File: config.mk
export PLATFORM = sky130hd
export DESIGN_NAME = alu_flag_gen
export DESIGN_NICKNAME = d
export VERILOG_FILES = /design/src/rtl/alu_pkg.sv /design/src/rtl/alu_slice_add.sv /design/src/rtl/alu_flag_gen.sv
export SDC_FILE = /design/constraint.sdc
export NUM_CORES = 1
export LEC_CHECK = 0
export CORE_ASPECT_RATIO = 1.1
export CORE_UTILIZATION = 53
export CTS_BUF_LIST = sky130_fd_sc_hd__clkbuf_8
export DETAILED_ROUTE_END_ITERATION = 10
export GPL_ROUTABILITY_DRIVEN = 0
export GPL_TIMING_DRIVEN = 1
export PLACE_DENSITY = 0.81
export SYNTH_ARGS = -nofsm -noshare
export SYNTH_HDL_FRONTEND = slang
export SYNTH_SLANG_ARGS = --single-unit
File: constraint.sdc
create_clock -name clk -period 4.1 [get_ports clk]
set_input_delay 0.41 -clock clk [delete_from_list [all_inputs] [get_ports clk]]
set_output_delay 0.41 -clock clk [all_outputs]
set_load 0.05 [all_outputs]
File: src/rtl/alu_pkg.sv
// Shared types and constants for the slice-serial adder/subtractor and its flag generator.
package alu_pkg;

  typedef enum logic [1:0] {
    IDLE = 2'd0,
    RUN  = 2'd1,
    DONE = 2'd2
  } state_t;

  localparam int unsigned DEF_WIDTH = 32;
  localparam int unsigned DEF_SLICE = 8;

  // Counter must still be one bit wide when a single slice covers the operand.
  function automatic int unsigned cnt_width(input int unsigned n);
    return (n > 1) ? $clog2(n) : 1;
  endfunction

  localparam int unsigned NSLICE = DEF_WIDTH / DEF_SLICE;
  localparam int unsigned CNT_W  = cnt_width(NSLICE);

endpackage

File: src/rtl/alu_slice_add.sv
// Combinational SLICE-bit adder; c_msb exposes the carry into the top bit for signed overflow.
module alu_slice_add #(
  parameter int unsigned SLICE = 8
) (
  input  logic [SLICE-1:0] a,
  input  logic [SLICE-1:0] b,
  input  logic             cin,
  output logic [SLICE-1:0] sum,
  output logic             cout,
  output logic             c_msb
);

  logic [SLICE-1:0] lo;
  logic [1:0]       hi;

  assign lo    = {1'b0, a[SLICE-2:0]} + {1'b0, b[SLICE-2:0]} + {{(SLICE-1){1'b0}}, cin};
  assign c_msb = lo[SLICE-1];
  assign hi    = {1'b0, a[SLICE-1]} + {1'b0, b[SLICE-1]} + {1'b0, c_msb};
  assign sum   = {hi[0], lo[SLICE-2:0]};
  assign cout  = hi[1];

endmodule

File: src/rtl/alu_flag_gen.sv
// Slice-serial add/subtract, LSB slice first, producing Sum and Z/V/N for the compare stage.
module alu_flag_gen
  import alu_pkg::*;
#(
  parameter int unsigned WIDTH = DEF_WIDTH,
  parameter int unsigned SLICE = DEF_SLICE
) (
  input  logic             clk,
  input  logic             reset,
  input  logic             start,
  input  logic [WIDTH-1:0] A,
  input  logic [WIDTH-1:0] B,
  input  logic             Sub,
  input  logic             Sign,
  output logic             busy,
  output logic             done,
  output logic [WIDTH-1:0] Sum,
  output logic             Z,
  output logic             V,
  output logic             N
);

  localparam int unsigned NS = WIDTH / SLICE;
  localparam int unsigned CW = cnt_width(NS);

  state_t           state, state_next;
  logic [CW-1:0]    cnt;
  logic             carry;
  logic             zacc;
  logic [WIDTH-1:0] a_q, b_q;
  logic             sub_q, sign_q;

  logic [SLICE-1:0] s_sum;
  logic             s_cout, s_cmsb;
  logic             accept, last, v_c, n_c;

  alu_slice_add #(.SLICE(SLICE)) u_slice (
    .a    (a_q[SLICE-1:0]),
    .b    (b_q[SLICE-1:0]),
    .cin  (carry),
    .sum  (s_sum),
    .cout (s_cout),
    .c_msb(s_cmsb)
  );

  assign last = (cnt == CW'(NS - 1));

  // Signed: overflow from carry disagreement, N is the sign of the exact result.
  // Unsigned: V is carry-out (add) or borrow (sub); N is the borrow, i.e. A<B.
  always_comb begin
    v_c = sign_q ? (s_cmsb ^ s_cout) : (s_cout ^ sub_q);
    n_c = sign_q ? (s_sum[SLICE-1] ^ v_c) : (sub_q & ~s_cout);
  end

  always_comb begin
    state_next = state;
    accept     = 1'b0;
    case (state)
      IDLE: if (start) begin
        state_next = RUN;
        accept     = 1'b1;
      end
      RUN:  if (last) state_next = DONE;
      DONE: state_next = IDLE;
      default: state_next = IDLE;
    endcase
  end

  always_ff @(posedge clk or posedge reset) begin
    if (reset) begin
      state <= IDLE;
      busy  <= 1'b0;
      done  <= 1'b0;
    end else begin
      state <= state_next;
      busy  <= (state_next != IDLE);
      done  <= (state_next == DONE);
    end
  end

  // Datapath: operands shift down one slice per RUN edge; Sum is filled slice by slice.
  always_ff @(posedge clk or posedge reset) begin
    if (reset) begin
      cnt    <= '0;
      carry  <= 1'b0;
      zacc   <= 1'b0;
      a_q    <= '0;
      b_q    <= '0;
      sub_q  <= 1'b0;
      sign_q <= 1'b0;
      Sum    <= '0;
      Z      <= 1'b0;
      V      <= 1'b0;
      N      <= 1'b0;
    end else if (accept) begin
      a_q    <= A;
      b_q    <= B ^ {WIDTH{Sub}};
      sub_q  <= Sub;
      sign_q <= Sign;
      carry  <= Sub;
      cnt    <= '0;
      zacc   <= 1'b1;
      Sum    <= '0;
      Z      <= 1'b0;
      V      <= 1'b0;
      N      <= 1'b0;
    end else if (state == RUN) begin
      a_q                       <= a_q >> SLICE;
      b_q                       <= b_q >> SLICE;
      Sum[32'(cnt)*SLICE +: SLICE] <= s_sum;
      carry                     <= s_cout;
      zacc                      <= zacc & (s_sum == '0);
      cnt                       <= cnt + CW'(1);
      if (last) begin
        Z <= zacc & (s_sum == '0);
        V <= v_c;
        N <= n_c;
      end
    end
  end

endmodule

==> reports/summary.txt <==
Net Count, Synth = 620
IO Count = 106
Clk slew on worst S/H paths = 0.10 ns
PnR worst setup slack = 1.07 ns
Final Core Density = 68.9%
Post-route cell area = 0.00647 mm^2
Max_slew headroom = 29.5%
Vias after detailed routing = 4229
Placement Cell Area = 0.00625 mm^2
Synth area leaders = dfrtp_1 (53%), nand2_1 (10%), xor2_1 (4.1%)
Cells after Synth = 538
Global Route Usage Sum = 24.8%
Setup-failing EPs final = 0
Layout Skew = 0.0114 ns
Avg Synthesized Cell Area = 9.53 um^2
Fillcell total = 752
Height of the die = 105 um
Wire per inst = 15.6 um
Seq/Total Area, Yosys = 53.2%
Max rail drop VDD = 0.000352 V
Commonest non-fill, non-tap cell in the layout = nand2_1
Nets = 712
Power density cells = 818 mW/mm^2
Clk sinks = 109
Post-DP HPWL = 8.42 mm
Worst hold path class = flip-flop to flip-flop
H-Tree Depth = 3
Distinct cells, synth = 44
Largest net degree at the start of global routing = 71
Final Routed Wirelength = 11.7 mm
Final period util = 73.8%
Ratio of cells with drive above 1 in the final layout = 4.57%
Cells along the critical path = fa_1 > a21oi_1 > nor2_1 > o211ai_1 > nand2_1 > fa_1 > nor4bb_1 > o211a_1 > o2111ai_1 > o21ai_1
Post-layout minimum cycle time = 3.03 ns
Worst path arrival time = 3.32 ns
Element type at the critical path end = flip-flop
Number of global-route vias before repair = 4183
Via-per-instance ratio = 5.62
Worst Setup Path Type = flip-flop to flip-flop
Initial antenna violation count = 0
CP peak stage delay = 0.58 ns
Most frequent CP cell = fa_1
Final ANT Viol Nets = 0
Synth top area share = 53.2%
Tot Pwr = 5.30 mW
DIE WIDTH = 95.8 um
Worst skew pair latency = 0.36 ns
Port Buffer Count = 105
GRT overflow = 0
Clk buf depth = 2
Endpoints failing hold = 0
Top FF cell, synth = dfrtp_1
CTS tree = done
Slowest-stage cell, CP = fa_1
Yosys top cell by area = dfrtp_1
PostCTS Resize Cnt = 0
Area grow syn2layout = 26.3%
Worst path bufs/invs = 0
First-pass iteration count of the detailed router = 5
Dpl ws = 1.08 ns
Type of origin of the critical path = flip-flop
CTS Buf Count = 9
Setup repair bufs after CTS = 0
First-pass GRT wire length = 19.4 mm
Mapped cell area = 0.00513 mm^2
Post-synth EDFFs = 0
Crit path required time = 4.39 ns
CP max FO = 6
Die area = 0.0101 mm^2
Cts hold-fix bufs = 0
FFs w/ async S/R, synth = 100%
RSZ-0062 raised after global routing = no
Initial drt markers = 212
Rows = 37
Leak = 2.96 nW
Slew Viols, Final = 0
Yosys warning total = 0
Root Buffer = clkbuf_8
Commonest non-fill, non-tap cells in the layout = nand2_1 (138), dfrtp_1 (109), clkdlybuf4s50_1 (104)
Total negative setup slack = 0 ns
DRC = 0
Delay-heaviest family, CP = adder cells
Core Footprint = 0.00940 mm^2
Initial Util = 54.5%
Ant. Diodes = 0
Slew at the pin closest to its max-slew limit = 1.06 ns
Outcome = finished, final reports clean
Max-cap check violation count = 0
Achievable Freq = 330 MHz
Yosys reg bits = 109
-- where the power goes --
group | switching [mW] | total (mW) | internal, mW
Sequential | 0.276 | 1.80 | 1.53
Clock | 0.361 | 0.707 | 0.346
Combinational | 1.84 | 2.79 | 0.953
-- synthesized netlist by cell type (all sizes together) (3+ instances only) --
library cell,number
a22oi,25
o21ai,33
xor2,24
buf,12
a31oi,23
fa,3
dfrtp,109
nor2,33
clkbuf,18
xnor2,11
ha,10
a21oi,9
and3,3
inv,12
nand2,138
nand2b,3
a22o,16
nand3,23
nor2b,5
-- stage by stage --
| step | hold WS [ns] | instances |
|---|---|---|
| after detailed placement | 0.463 | 736 |
| after floorplan | 0.447 | 538 |
| after CTS | 0.487 | 752 |
| after global placement | 0.459 | 736 |
| final | 0.482 | 752 |
| after global routing | 0.509 | 752 |
-- metal layers --
metal  track usage, %  vias to the layer above  wire, um
met5                0                        -         0
met4             12.0                        0       458
met3             3.42                       33       432
met2             40.3                      132      5720
met1             32.4                     2026      5090
li1                 -                     2038         -
-- flip-flops by register name, summed over array words and instances (netlist names) --
signal / cells
busy: 1
cnt: 2
Sum: 32
zacc: 1
sign_q: 1
done: 1
a_q: 32
V: 1
sub_q: 1
state: 2
N: 1
b_q: 32
Z: 1
carry: 1
-- worst min-delay path: stages (launching register included) --
cell     delay (ns)
dfrtp_1        0.35
nand2_1        0.05
nand2_1        0.05
-- final timing paths --
path | start | to | slack (ns) | cells after the start
min in group asynchronous | reset | Sum[3] | 0.56 | 2
max | carry | zacc | 1.07 | 10
max reg2reg | carry | zacc | 1.07 | 10
min | a_q[13] | a_q[13] | 0.48 | 2
min reg2reg | a_q[13] | a_q[13] | 0.48 | 2
max in group asynchronous | reset | busy | 2.71 | 3
-- cell families after synthesis --
kind of cell               synth area share, %
buffers and inverters                     3.34
xor gates and xnor gates                  5.98
DFF                                       53.2
adders and majority gates                 3.61
AOI/OAI and AO/OA                         15.9
and+or+nand+nor                           17.9
-- cell type report --
class | instances | area [um^2] | area share [%]
Sequential cell | 109 | 2730 | 42.1
Clock buffer | 9 | 124 | 1.91
Tap cell | 117 | 146 | 2.26
Inverter | 12 | 47.5 | 0.734
Multi-Input combinational cell | 387 | 2240 | 34.6
Clock inverter | 7 | 97.6 | 1.51
Timing Repair Buffer | 111 | 1090 | 16.9
(Power assumes the default switching activity.)
==> edit: new RTL, config.mk and constraints unchanged <==
Register the inputs `start`, `A`, `B`, `Sub` and `Sign` before use, without a reset. The logic sees them one clock later.
--- a/src/rtl/alu_flag_gen.sv
+++ b/src/rtl/alu_flag_gen.sv
@@ -23,4 +23,18 @@
   localparam int unsigned NS = WIDTH / SLICE;
   localparam int unsigned CW = cnt_width(NS);
+
+  logic start_q;
+  logic [WIDTH-1:0] A_q;
+  logic [WIDTH-1:0] B_q;
+  logic Sub_q;
+  logic Sign_q;
+
+  always_ff @(posedge clk) begin
+    start_q <= start;
+    A_q     <= A;
+    B_q     <= B;
+    Sub_q   <= Sub;
+    Sign_q  <= Sign;
+  end
 
   state_t           state, state_next;
@@ -57,5 +71,5 @@
     accept     = 1'b0;
     case (state)
-      IDLE: if (start) begin
+      IDLE: if (start_q) begin
         state_next = RUN;
         accept     = 1'b1;
@@ -94,9 +108,9 @@
       N      <= 1'b0;
     end else if (accept) begin
-      a_q    <= A;
-      b_q    <= B ^ {WIDTH{Sub}};
-      sub_q  <= Sub;
-      sign_q <= Sign;
-      carry  <= Sub;
+      a_q    <= A_q;
+      b_q    <= B_q ^ {WIDTH{Sub_q}};
+      sub_q  <= Sub_q;
+      sign_q <= Sign_q;
+      carry  <= Sub_q;
       cnt    <= '0;
       zacc   <= 1'b1;
Formal check against the unedited RTL: not equivalent (a bounded check fails within 4 cycles, from zero or initial values and one cycle with reset high).
==> edit against the original RTL <==
First-iteration DRC count rose by 47%; largest cell class unchanged; cell area rose by 25%; non-clock buffer count did not move; critical endpoint unchanged; routed wire length rose by 14%; power rose by 23%; sequential cell count rose by 67; maximum frequency fell by 6.7%; worst setup slack got worse by 0.22 ns; area after synthesis rose by 26%.
==> edit: results (changes against the original RTL) <==
Outcome
  • Status: finished, final reports clean

Synth
  • Syn nets: 675 (+8.9%)
  • Commonest cells post-synth: 130 x nand2_1, 109 x dfrtp_1, 67 x dfxtp_1
  • Register area share after synthesis: 63.0% (+9.8 points)
  • Post-synth ARST share: 61.9% (-38 points)
  • Netlist cell types: 44 (unchanged)
  • Yosys warnings: 0 (unchanged)
  • Largest cells by area after synthesis: dfrtp_1 42%, dfxtp_1 21%, nand2_1 7.6%
  • Mapped Cells: 593 (+10%)
  • Synth top area share: 42.2% (-11 points)

Power and ir drop
  • Leak Pwr: 0.00361 µW (+22%)
  • VDD IR-drop max: 0.000513 V (+46%)
  • Logic power comb: 2770 µW
  • Switch share: 41.9% (-4.7 points)
  • Seq pwr share: 38.4% (+4.4 points)

GRT
  • Initial antenna violation count: 0 (unchanged)
  • Total GRT Usage: 22.4% (-2.5 points)
  • First-pass GRT wire length: 21900 µm (+13%)
  • Pin count of the biggest net entering global routing: 52 (-27%)
  • Vias in the first global route: 4598 (+9.9%)

Worst setup path
  • Critical Path Start: carry$_DFFE_PP0P_
  • Crit path largest cell delay: 0.59 ns
  • Reg2Reg Setup Slack: 0.86 ns (-0.22 ns)
  • Cell family with most CP delay: adder cells
  • Worst setup endpoint: zacc$_DFFE_PP0P_
  • Worst EP arrival: 3.62 ns (+0.30 ns)
  • Maximum fanout along the worst path: 6 (unchanged)
  • R2R depth: 9 (-1)
  • CP max stage cell: fa_1

Drt
  • Top Layer Used: met4
  • Met1 wire length: 5520 µm (+8.6%)
  • Met2 routed WL: 6860 µm (+20%)
  • Number of detailed-route iterations in the first pass: 6 (+1)
  • Wire length per cell: 15.6 µm (about the same)
  • Vias per cell: 5.49 (-2.4%)
  • Met3 WL: 659 µm (+53%)
  • Drt total wl: 13300 µm (+14%)
  • Initial DRC count: 312 (+47%)

Clocking
  • CTS H-tree lvls: 4 (+1)
  • Clock slew at reported path FFs: 0.10 ns (about the same)
  • # resized after CTS: 0 (unchanged)
  • Root buffer cell: clkbuf_8
  • Insertion delay to the later sink of the worst-skew pair: 0.46 ns (+0.10 ns)
  • Max clock buf depth: 2 (unchanged)
  • CTS buffer count: 17 (+8)
  • Buffer count from post-CTS setup fixing: 0 (unchanged)

Placement
  • Hpwl dp: 9370 µm (+11%)
  • IO Port Bufs: 105 (unchanged)
  • Dpl cells: 825 (+12%)

Final layout
  • Layout net count: 776 (+9.0%)
  • Layout cells sized above 1: 6.51% (+1.9 points)
  • Antenna diodes: 0 (unchanged)

Timing
  • Setup violators final: 0 (unchanged)
  • Clock Skews: 0.0124 ns (+0.000984 ns)
  • Slew @ Worst Pin: 1.11 ns (+0.0504 ns)

Worst hold path
  • Hold Crit Class: in -> async
-- edit: cell count changes after synthesis, sizes merged, moves of 3 or more --
| cell | unedited run | this run |
|---|---|---|
| o21ai | 33 | 30 |
| a22o | 16 | 20 |
| clkbuf | 18 | 12 |
| nand2 | 138 | 130 |
| xnor2 | 11 | 14 |
| dfxtp | 0 | 67 |
| buf | 12 | 17 |
-- edit: layout make-up --
type,instances,area (µm²)
timing repair buffer,111,1100
clock buffer,18,248
sequential,176,4070
tap,150,188
clock inverter,14,183
fill,861,3570
multi-input combinational,377,2240
inverter,11,43.8
-- edit: cell families (layout without fill, tap and decap cells) --
| kind of cell | after synthesis | after routing | share of synthesized area [%] |
|---|---|---|---|
| adders and majority gates | 13 | 13 | 2.87 |
| DFF | 176 | 176 | 63.0 |
| and+or+nand+nor | 209 | 209 | 14.0 |
| AOI/OAI and AO/OA | 119 | 119 | 12.7 |
| xor gates and xnor gates | 36 | 36 | 4.88 |
| buffers and inverters | 40 | 154 | 2.50 |
-- edit: worst reg2reg max path, delay by kind of cell, from the launching register on --
family / cells / cell delay [ns]
adder cells (fa/ha/maj): 2 / 1.04
AND/OR/NAND/NOR: 4 / 1.01
AO/OA/AOI/OAI: 3 / 0.72
flip-flops: 1 / 0.41
-- edit: metal layers --
layer,vias to the layer above,track usage [%]
met3,32,5.70
met2,157,37.7
li1,2231,-
met4,0,9.59
met1,2282,27.0
met5,-,0
-- edit: stage by stage --
stage	hold WS (ns)	power, µW	util (%)	cell area, µm²	setup slack, ns
after floorplan	0.398	4410	-	6460	0.816
after global placement	0.405	5140	65.6	7640	1.06
after detailed placement	0.409	5290	65.6	7640	0.887
after CTS	0.365	6550	69.3	8070	0.884
after global routing	0.365	6930	69.3	8070	0.698
final	0.371	6520	69.3	8070	0.857
